==> src/rtl/victim_writeback_buffer_if.sv <==
// Interface bundling the eviction, memory-drain and lookup channels of victim_writeback_buffer.
// The buffer takes the slave modport; the victim cache/memory side takes master.
interface victim_writeback_buffer_if #(
  parameter int DEPTH  = 4,
  parameter int LINE_W = 256,
  parameter int TAG_W  = 27
);
  localparam int CNT_W = $clog2(DEPTH + 1);

  logic              in_valid;
  logic              in_ready;
  logic [TAG_W-1:0]  in_tag;
  logic [LINE_W-1:0] in_data;
  logic              mem_valid;
  logic              mem_ready;
  logic [TAG_W-1:0]  mem_tag;
  logic [LINE_W-1:0] mem_data;
  logic [TAG_W-1:0]  lookup_tag;
  logic              lookup_hit;
  logic [LINE_W-1:0] lookup_data;
  logic [CNT_W-1:0]  count;

  modport master (
    output in_valid, in_tag, in_data, mem_ready, lookup_tag,
    input  in_ready, mem_valid, mem_tag, mem_data, lookup_hit, lookup_data, count
  );

  modport slave (
    input  in_valid, in_tag, in_data, mem_ready, lookup_tag,
    output in_ready, mem_valid, mem_tag, mem_data, lookup_hit, lookup_data, count
  );
endinterface

==> src/rtl/victim_writeback_buffer.sv <==
// In-order writeback queue for dirty victim lines with combinational tag lookup for forwarding.
// Optional WB_COALESCE_EN: a push matching a pending non-head entry overwrites it in place.
module victim_writeback_buffer #(
  parameter int DEPTH  = 4,
  parameter int LINE_W = 256,
  parameter int TAG_W  = 27
) (
  input logic CLK,
  input logic RST,
  victim_writeback_buffer_if.slave bus
);
  localparam int PTR_W = $clog2(DEPTH);
  localparam int CNT_W = $clog2(DEPTH + 1);
  localparam logic [CNT_W-1:0] FULL = CNT_W'(DEPTH);

  logic [DEPTH-1:0]  valid_reg;
  logic [TAG_W-1:0]  tag_reg  [DEPTH];
  logic [LINE_W-1:0] data_reg [DEPTH];
  logic [PTR_W-1:0]  rd_ptr_reg;
  logic [PTR_W-1:0]  wr_ptr_reg;
  logic [CNT_W-1:0]  count_reg;

  // Slots listed by age: index 0 is the head, higher indices are younger.
  logic [PTR_W-1:0]  age_idx [DEPTH];
  logic [DEPTH-1:0]  lookup_match;

  logic push;
  logic pop;
  logic coal_hit;

  generate
    for (genvar gi = 0; gi < DEPTH; gi++) begin : g_age
      assign age_idx[gi]      = rd_ptr_reg + PTR_W'(gi);
      assign lookup_match[gi] = valid_reg[age_idx[gi]] && (tag_reg[age_idx[gi]] == bus.lookup_tag);
    end
  endgenerate

  always_comb begin
    bus.lookup_hit  = 1'b0;
    bus.lookup_data = '0;
    for (int k = 0; k < DEPTH; k++) begin
      if (lookup_match[k]) begin
        bus.lookup_hit  = 1'b1;
        bus.lookup_data = data_reg[age_idx[k]];
      end
    end
  end

`ifdef WB_COALESCE_EN
  logic [DEPTH-1:0] coal_match;
  logic [PTR_W-1:0] coal_idx;

  // The head is excluded so that a line being offered to memory never changes under it.
  assign coal_match[0] = 1'b0;
  generate
    for (genvar gi = 1; gi < DEPTH; gi++) begin : g_coal
      assign coal_match[gi] = valid_reg[age_idx[gi]] && (tag_reg[age_idx[gi]] == bus.in_tag);
    end
  endgenerate

  always_comb begin
    coal_hit = 1'b0;
    coal_idx = '0;
    for (int k = 1; k < DEPTH; k++) begin
      if (coal_match[k]) begin
        coal_hit = bus.in_valid;
        coal_idx = age_idx[k];
      end
    end
  end
`else
  assign coal_hit = 1'b0;
`endif

  assign bus.in_ready  = (count_reg != FULL);
  assign bus.mem_valid = (count_reg != '0);
  assign bus.mem_tag   = tag_reg[rd_ptr_reg];
  assign bus.mem_data  = data_reg[rd_ptr_reg];
  assign bus.count     = count_reg;

  assign push = bus.in_valid && bus.in_ready && !coal_hit;
  assign pop  = bus.mem_valid && bus.mem_ready;

  always_ff @(posedge CLK or posedge RST) begin
    if (RST) begin
      valid_reg  <= '0;
      rd_ptr_reg <= '0;
      wr_ptr_reg <= '0;
      count_reg  <= '0;
      for (int i = 0; i < DEPTH; i++) begin
        tag_reg[i]  <= '0;
        data_reg[i] <= '0;
      end
    end else begin
      if (pop) begin
        valid_reg[rd_ptr_reg] <= 1'b0;
        rd_ptr_reg            <= rd_ptr_reg + 1'b1;
      end
      if (push) begin
        valid_reg[wr_ptr_reg] <= 1'b1;
        tag_reg[wr_ptr_reg]   <= bus.in_tag;
        data_reg[wr_ptr_reg]  <= bus.in_data;
        wr_ptr_reg            <= wr_ptr_reg + 1'b1;
      end
`ifdef WB_COALESCE_EN
      if (coal_hit) begin
        data_reg[coal_idx] <= bus.in_data;
      end
`endif
      case ({push, pop})
        2'b10:   count_reg <= count_reg + 1'b1;
        2'b01:   count_reg <= count_reg - 1'b1;
        default: count_reg <= count_reg;
      endcase
    end
  end
endmodule

==> src/flat_wrapper.sv <==
// flat-port wrapper written by rule: the top's interface ports become plain ports
module victim_writeback_buffer_flat 
#(
  parameter int DEPTH  = 4,
  parameter int LINE_W = 256,
  parameter int TAG_W  = 27
)
  (CLK, RST, bus_in_valid, bus_in_tag, bus_in_data, bus_mem_ready, bus_lookup_tag, bus_in_ready, bus_mem_valid, bus_mem_tag, bus_mem_data, bus_lookup_hit, bus_lookup_data, bus_count);
  victim_writeback_buffer_if #(.DEPTH(DEPTH), .LINE_W(LINE_W), .TAG_W(TAG_W)) bus_i ();
  input logic CLK;
  input logic RST;
  input wire logic [$bits(bus_i.in_valid)-1:0] bus_in_valid;
  input wire logic [$bits(bus_i.in_tag)-1:0] bus_in_tag;
  input wire logic [$bits(bus_i.in_data)-1:0] bus_in_data;
  input wire logic [$bits(bus_i.mem_ready)-1:0] bus_mem_ready;
  input wire logic [$bits(bus_i.lookup_tag)-1:0] bus_lookup_tag;
  output wire logic [$bits(bus_i.in_ready)-1:0] bus_in_ready;
  output wire logic [$bits(bus_i.mem_valid)-1:0] bus_mem_valid;
  output wire logic [$bits(bus_i.mem_tag)-1:0] bus_mem_tag;
  output wire logic [$bits(bus_i.mem_data)-1:0] bus_mem_data;
  output wire logic [$bits(bus_i.lookup_hit)-1:0] bus_lookup_hit;
  output wire logic [$bits(bus_i.lookup_data)-1:0] bus_lookup_data;
  output wire logic [$bits(bus_i.count)-1:0] bus_count;
  assign bus_i.in_valid = bus_in_valid;
  assign bus_i.in_tag = bus_in_tag;
  assign bus_i.in_data = bus_in_data;
  assign bus_i.mem_ready = bus_mem_ready;
  assign bus_i.lookup_tag = bus_lookup_tag;
  assign bus_in_ready = bus_i.in_ready;
  assign bus_mem_valid = bus_i.mem_valid;
  assign bus_mem_tag = bus_i.mem_tag;
  assign bus_mem_data = bus_i.mem_data;
  assign bus_lookup_hit = bus_i.lookup_hit;
  assign bus_lookup_data = bus_i.lookup_data;
  assign bus_count = bus_i.count;
  victim_writeback_buffer #(.DEPTH(DEPTH), .LINE_W(LINE_W), .TAG_W(TAG_W)) u_core (.CLK(CLK), .RST(RST), .bus(bus_i));
endmodule
==> config.mk <==
export PLATFORM = sky130hd
export DESIGN_NAME = victim_writeback_buffer_flat
export DESIGN_NICKNAME = d
export VERILOG_FILES = /design/src/rtl/victim_writeback_buffer_if.sv /design/src/rtl/victim_writeback_buffer.sv /design/src/flat_wrapper.sv
export SDC_FILE = /design/constraint.sdc
export NUM_CORES = 2
export LEC_CHECK = 0
export CORE_ASPECT_RATIO = 0.8
export CORE_MARGIN = 2
export CORE_UTILIZATION = 45
export DETAILED_ROUTE_END_ITERATION = 16
export PLACE_DENSITY = 0.66
export SYNTH_ARGS = -nofsm -noshare
export SYNTH_HDL_FRONTEND = slang
export SYNTH_SLANG_ARGS = --single-unit
==> constraint.sdc <==
create_clock -name CLK -period 72.8 [get_ports CLK]
set_input_delay 14.56 -clock CLK [delete_from_list [all_inputs] [get_ports CLK]]
set_output_delay 14.56 -clock CLK [all_outputs]
set_load 0.1 [all_outputs]
=== Word-level counts from Yosys, hierarchy flattened ===
Index checks and enable logic that the tools add are counted.

* Add/sub/neg operators: 6
* Multiply operators: 0
* Divide/modulo/power cells: 0
* Order comparisons: 13
* Equal/unequal tests: 7
* Shift operators: 0
* Mux-type cells: 53
* Bitwise logic cells: 8
* Reduce and logical (&&, ||, !) cells: 11

{| class="wikitable"
|+ Operators by type and width
! cell !! number
|-
| $mux 256 || 13
|-
| $bmux 256 s2 || 4
|-
| $bwmux 1024 || 1
|-
| $demux 256 s2 || 1
|-
| $mux 27 || 9
|-
| $bmux 27 s2 || 4
|-
| $bwmux 108 || 1
|-
| $eq 27x27->1 || 4
|-
| $demux 27 s2 || 1
|-
| $ge 3x3->1 const B || 5
|-
| $lt 2x3->1 const B || 5
|-
| $not 2->3 || 5
|-
| $mux 1 || 10
|-
| $logic_and 1x1->1 || 9
|-
| $bmux 1 s2 || 4
|-
| $mux 4 || 2
|-
| $pmux 3 s2 || 1
|-
| $add 2x1->2 const B || 2
|-
| $add 2x2->2 const B || 2
|-
| $and 4x4->4 || 1
|-
| $demux 1 s2 || 2
|-
| $ge 2x1->1 const B || 2
|-
| $not 4->4 || 1
|-
| $or 4x4->4 || 1
|-
| other kinds (8) || 8
|}

* Register bits after elaboration: 1143
* Latch bits: 0
* Bits in writable memories: 0
* Memory bits (read-only): 0
* Bits of input ports: 314
* Output and inout port bits: 545
* Logic and storage cells: 110
* Memories kept: 0

=== Longest topological paths before layout ===
* Word-level depth: 10
* Gate-level depth with buffers: 20
* Gate-level depth less buffers: 10

=== Least setup slack after synthesis ===
Ideal clock, no wire load.

* Path kind: input to output
* Start: input port bus_lookup_tag[16]
* End: output port bus_lookup_data[226]
* Arrival: 19.047 ns
* Slack: 39.193 ns
* Stages: 12
* Buffers on the path: 5
* Cells stage by stage: clkbuf_1 -> inv_1 -> a222oi_1 -> nand4_1 -> a211o_1 -> or4_1 -> clkbuf_1 -> and2_1 -> clkbuf_1 -> clkbuf_1 -> clkbuf_1 -> a311oi_1

* Word-level cells in the longest chain between the ends: 6
* Elaborated cells on any way between the ends: 12
* Classes of those cells: 4 x eq/ne; 4 x mux; 4 x reduce/logical

{| class="wikitable"
|+ RTL lines
! what !! RTL line !! source
|-
| start, declared || flat_wrapper.sv:16 || <nowiki>input wire logic [$bits(bus_i.lookup_tag)-1:0] bus_lookup_tag;</nowiki>
|-
| $eq 27x27->1 || victim_writeback_buffer.sv:34 || <nowiki>assign lookup_match[gi] = valid_reg[age_idx[gi]] && (tag_reg[age_idx[gi]] == bus.lookup_tag);</nowiki>
|-
| $logic_and 1x1->1 || victim_writeback_buffer.sv:34 ||
|-
| $mux 256 (3 in series) || victim_writeback_buffer.sv:42 || <nowiki>if (lookup_match[k]) begin</nowiki>
|-
| $mux 256 * || victim_writeback_buffer.sv:42 ||
|-
| end, declared || flat_wrapper.sv:22 || <nowiki>output wire logic [$bits(bus_i.lookup_data)-1:0] bus_lookup_data;</nowiki>
|}

Mark *: on every way between the ends. The rest lies on a longest branch, timed or not.

=== Worst setup path after layout ===
* Start: input port bus_lookup_tag[23]
* End: output port bus_lookup_data[84]

Same word-level chain as after synthesis.

==> impl_results.md <==
- Detailed placement HPWL: ~160000 µm
- Clock edge transition at the registers on the reported setup and hold paths: 0.05 ns
- Via count: 59200
- Total GRT Usage: 28.5%
- Fin crit period: ~36 ns
- Max reg flops: 1024
- Reg2reg start: u_core.bus.count[0]$_DFFE_PP0P_
- Hold_buf cts: 0
- Post-CTS sizing: 0
- Worst R2R End: u_core.data_reg[903]$_DFFE_PP0P_
- Cell Chain, Critical Path: clkdlybuf4s50_1 -> xnor2_1 -> nand4_1 -> a2111oi_0 -> buf_4 -> nand3_4 -> and2_4 -> buf_4 -> buf_4 -> a311oi_1 -> clkdlybuf4s50_1
- R2r setup slk: ~69 ns
- Number of global-route vias before repair: 57700
- Share of synthesized flip-flops with an asynchronous set or reset: 100%
- Worst setup SP type: input pin
- Crit Path Max Fanout: 68
- Worst Path Required: 58.24 ns
- Post-synthesis mux area share: 48.6%
- EDFF count, synth: 0
- Fill cells: 14300
- Slowest CP cell: clkdlybuf4s50_1
- Setup TNS Final: 0 ns
- Die width: 471 µm
- Reg area: 28600 µm²
- Critical Path Most Common Cell: buf_4
- Crit Path Category: in2out
- Main combinational cell family by area after synthesis: multiplexers
- Final Max Slew Viols: 0
- Worst-margin pin slew: 1.27 ns
- Synth Area in Compound Gates: 3.65%
- Final setup viols: 0
- TritonCTS clock tree: yes
- Worst Hold Class: reg2reg
- Worst Reg-to-Reg Cells: 7
- Setup crit start: bus_lookup_tag[23]
- Placed Instance Area: 88300 µm²
- CP Capture Type: output port
- IO Pins: 859
- Area grow syn2layout: 18.5%
- Drt drc: 0
- Total wire length: 258000 µm
- Buffers inserted by post-CTS timing repair: 0
- Fin area: a little over 90000 µm²
- DR iter-0 viols: between 5000 and 6000
- GRT overflow: 0
- Peak Freq: 28.0 MHz
- Post-synthesis xor/xnor area fraction: under 10%
- TritonCTS Buffers: between 100 and 150
- Pre-CTS setup slack: 37.41 ns
- Post-Synth Simple-Gate Area: 6.70%
- Synth Instances: 5662
- H-tree Lvls: 4
- Final Hold Vio Count: 0
- Port bufs: 858
- CP peak stage delay: 1.26 ns
- Largest net degree at the start of global routing: 196
- Final Net Count: ~6500
- Post-route setup slack: 37.13 ns
- Via/cell ratio: 6.91
- Initial core utilization: 45.2%
- Root Driver: clkbuf_16
- Register area share after synthesis: 36.4%
- Clk_skew: about 0.056 ns
- Most frequent cells in the layout: mux2_2, dfrtp_1, mux4_2
- Cell Area, Synth: between 70000 and 80000 µm²
- Synthesized area per cell: 13.9 µm²
- Antenna violations before repair: 70
- # clock sinks: 1143
- Synth Warn #: 0
- Ys flop type: dfrtp_1
- Share of cells above drive strength 1: 41.0%
- DRT Pass-1 Iters: 7
- Later-pin clock latency in the skew report: slightly below 0.8 ns
- Max-Cap Viols: 0
- Yosys cell types: 52
- Drt wl/cell: 30.2 µm
- First-pass GRT wire length: 389000 µm
- Slew headroom: 14.9%
- Adder-cell share of the synthesized area: 0.169%
- Syn_nets: 5986
- RSZ-0062 raised after global routing: false
- Crit path to: bus_lookup_data[84]
- Area of the core: 174000 µm²
- Seq cells post-synth: 1143
- Num rows: 137
- Die height: 378 µm
- Commonest non-fill, non-tap cell in the layout: mux2_2
- Final Wtd Congestion: 0.951
- Status: completed
- Clock buffer depth: 3
- CP arrival: 21.11 ns
- Die area: 178000 µm²
- Detail Route Antenna Nets: 0
- Multi-input logic area: 47300 µm²
- Final Util: between 50% and 60%
- Final Cycle Share: 49.0%
## logic make-up after synthesis
logic type | count (synthesis)
AND/OR/NAND/NOR | 1112
AO/OA/AOI/OAI | 341
multiplexers | 2312
XOR/XNOR | 93
adder cells (fa/ha/maj) | 10
buffers and inverters | 651
flip-flops | 1143
## layer usage
layer | up-vias | track usage (%) | wire length (µm) | part of all wire, %
met1 | 31500 | 37.8 | 99200 | 38
li1 | 24000 | - | - | -
met4 | 42 | 15.7 | 14800 | 5.7
met5 | - | 0.0271 | 253 | 0.098
met2 | 3145 | 43.4 | 121000 | 47
met3 | 573 | 6.88 | 23100 | 8.9
## per-stage QoR
stage | cells | hold slack, ns
final | 8568 | 0.532
after global routing | 8563 | 0.547
after global placement | 8283 | 0.514
after CTS | 8526 | 0.529
after detailed placement | 8283 | 0.516
after floorplan | 5662 | 0.475
## worst min-delay path by stage
stage                                                from                              end  slack [ns]  depth (start not counted)
final                       u_core.valid_reg[2]$_DFF_PP0_    u_core.valid_reg[2]$_DFF_PP0_        0.53                          2
after global routing      u_core.bus.count[2]$_DFFE_PP0P_  u_core.bus.count[2]$_DFFE_PP0P_        0.55                          1
after CTS                   u_core.valid_reg[2]$_DFF_PP0_    u_core.valid_reg[2]$_DFF_PP0_        0.53                          2
after detailed placement    u_core.valid_reg[2]$_DFF_PP0_    u_core.valid_reg[2]$_DFF_PP0_        0.52                          2
after global placement      u_core.valid_reg[2]$_DFF_PP0_    u_core.valid_reg[2]$_DFF_PP0_        0.51                          2
after floorplan             u_core.valid_reg[3]$_DFF_PP0_    u_core.valid_reg[3]$_DFF_PP0_        0.47                          2
## area by class of cell
class | count | area share [%]
multi-input combinational | 3868 | 50.9
sequential | 1143 | 30.7
timing repair buffer | 957 | 10.1
clock buffer | 198 | 4.26
tap | 2293 | 3.08
clock inverter | 45 | 0.707
antenna | 42 | 0.113
inverter | 22 | 0.0968
## synthesized netlist by cell type (all sizes together), types with 5 or more instances
library cell,n,area (µm²)
dfrtp,1143,28600
mux2,1142,12900
mux4,1088,24500
clkbuf,466,1750
nand2,284,1070
nor2,273,1020
nand4,272,1700
nor3,261,1310
a311oi,256,2240
buf,163,845
mux2i,82,821
xnor2,81,709
inv,22,82.6
xor2,12,105
a21oi,11,55.1
o22ai,11,68.8
o21ai,10,50.1
ha,9,113
o211ai,8,60.1
a211oi,5,37.5
a221oi,5,43.8
a22o,5,43.8
## worst max-delay path: cells and delay by family
| kind | cells | cell delay (ns) |
|---|---|---|
| buf+inv | 5 | 3.03 |
| xor+xnor | 1 | 0.54 |
| compound gates | 2 | 1.41 |
| simple gates | 3 | 1.37 |
Power is not shown: default switching activity piles up to over one toggle a cycle in this logic, so the estimate is an artifact.
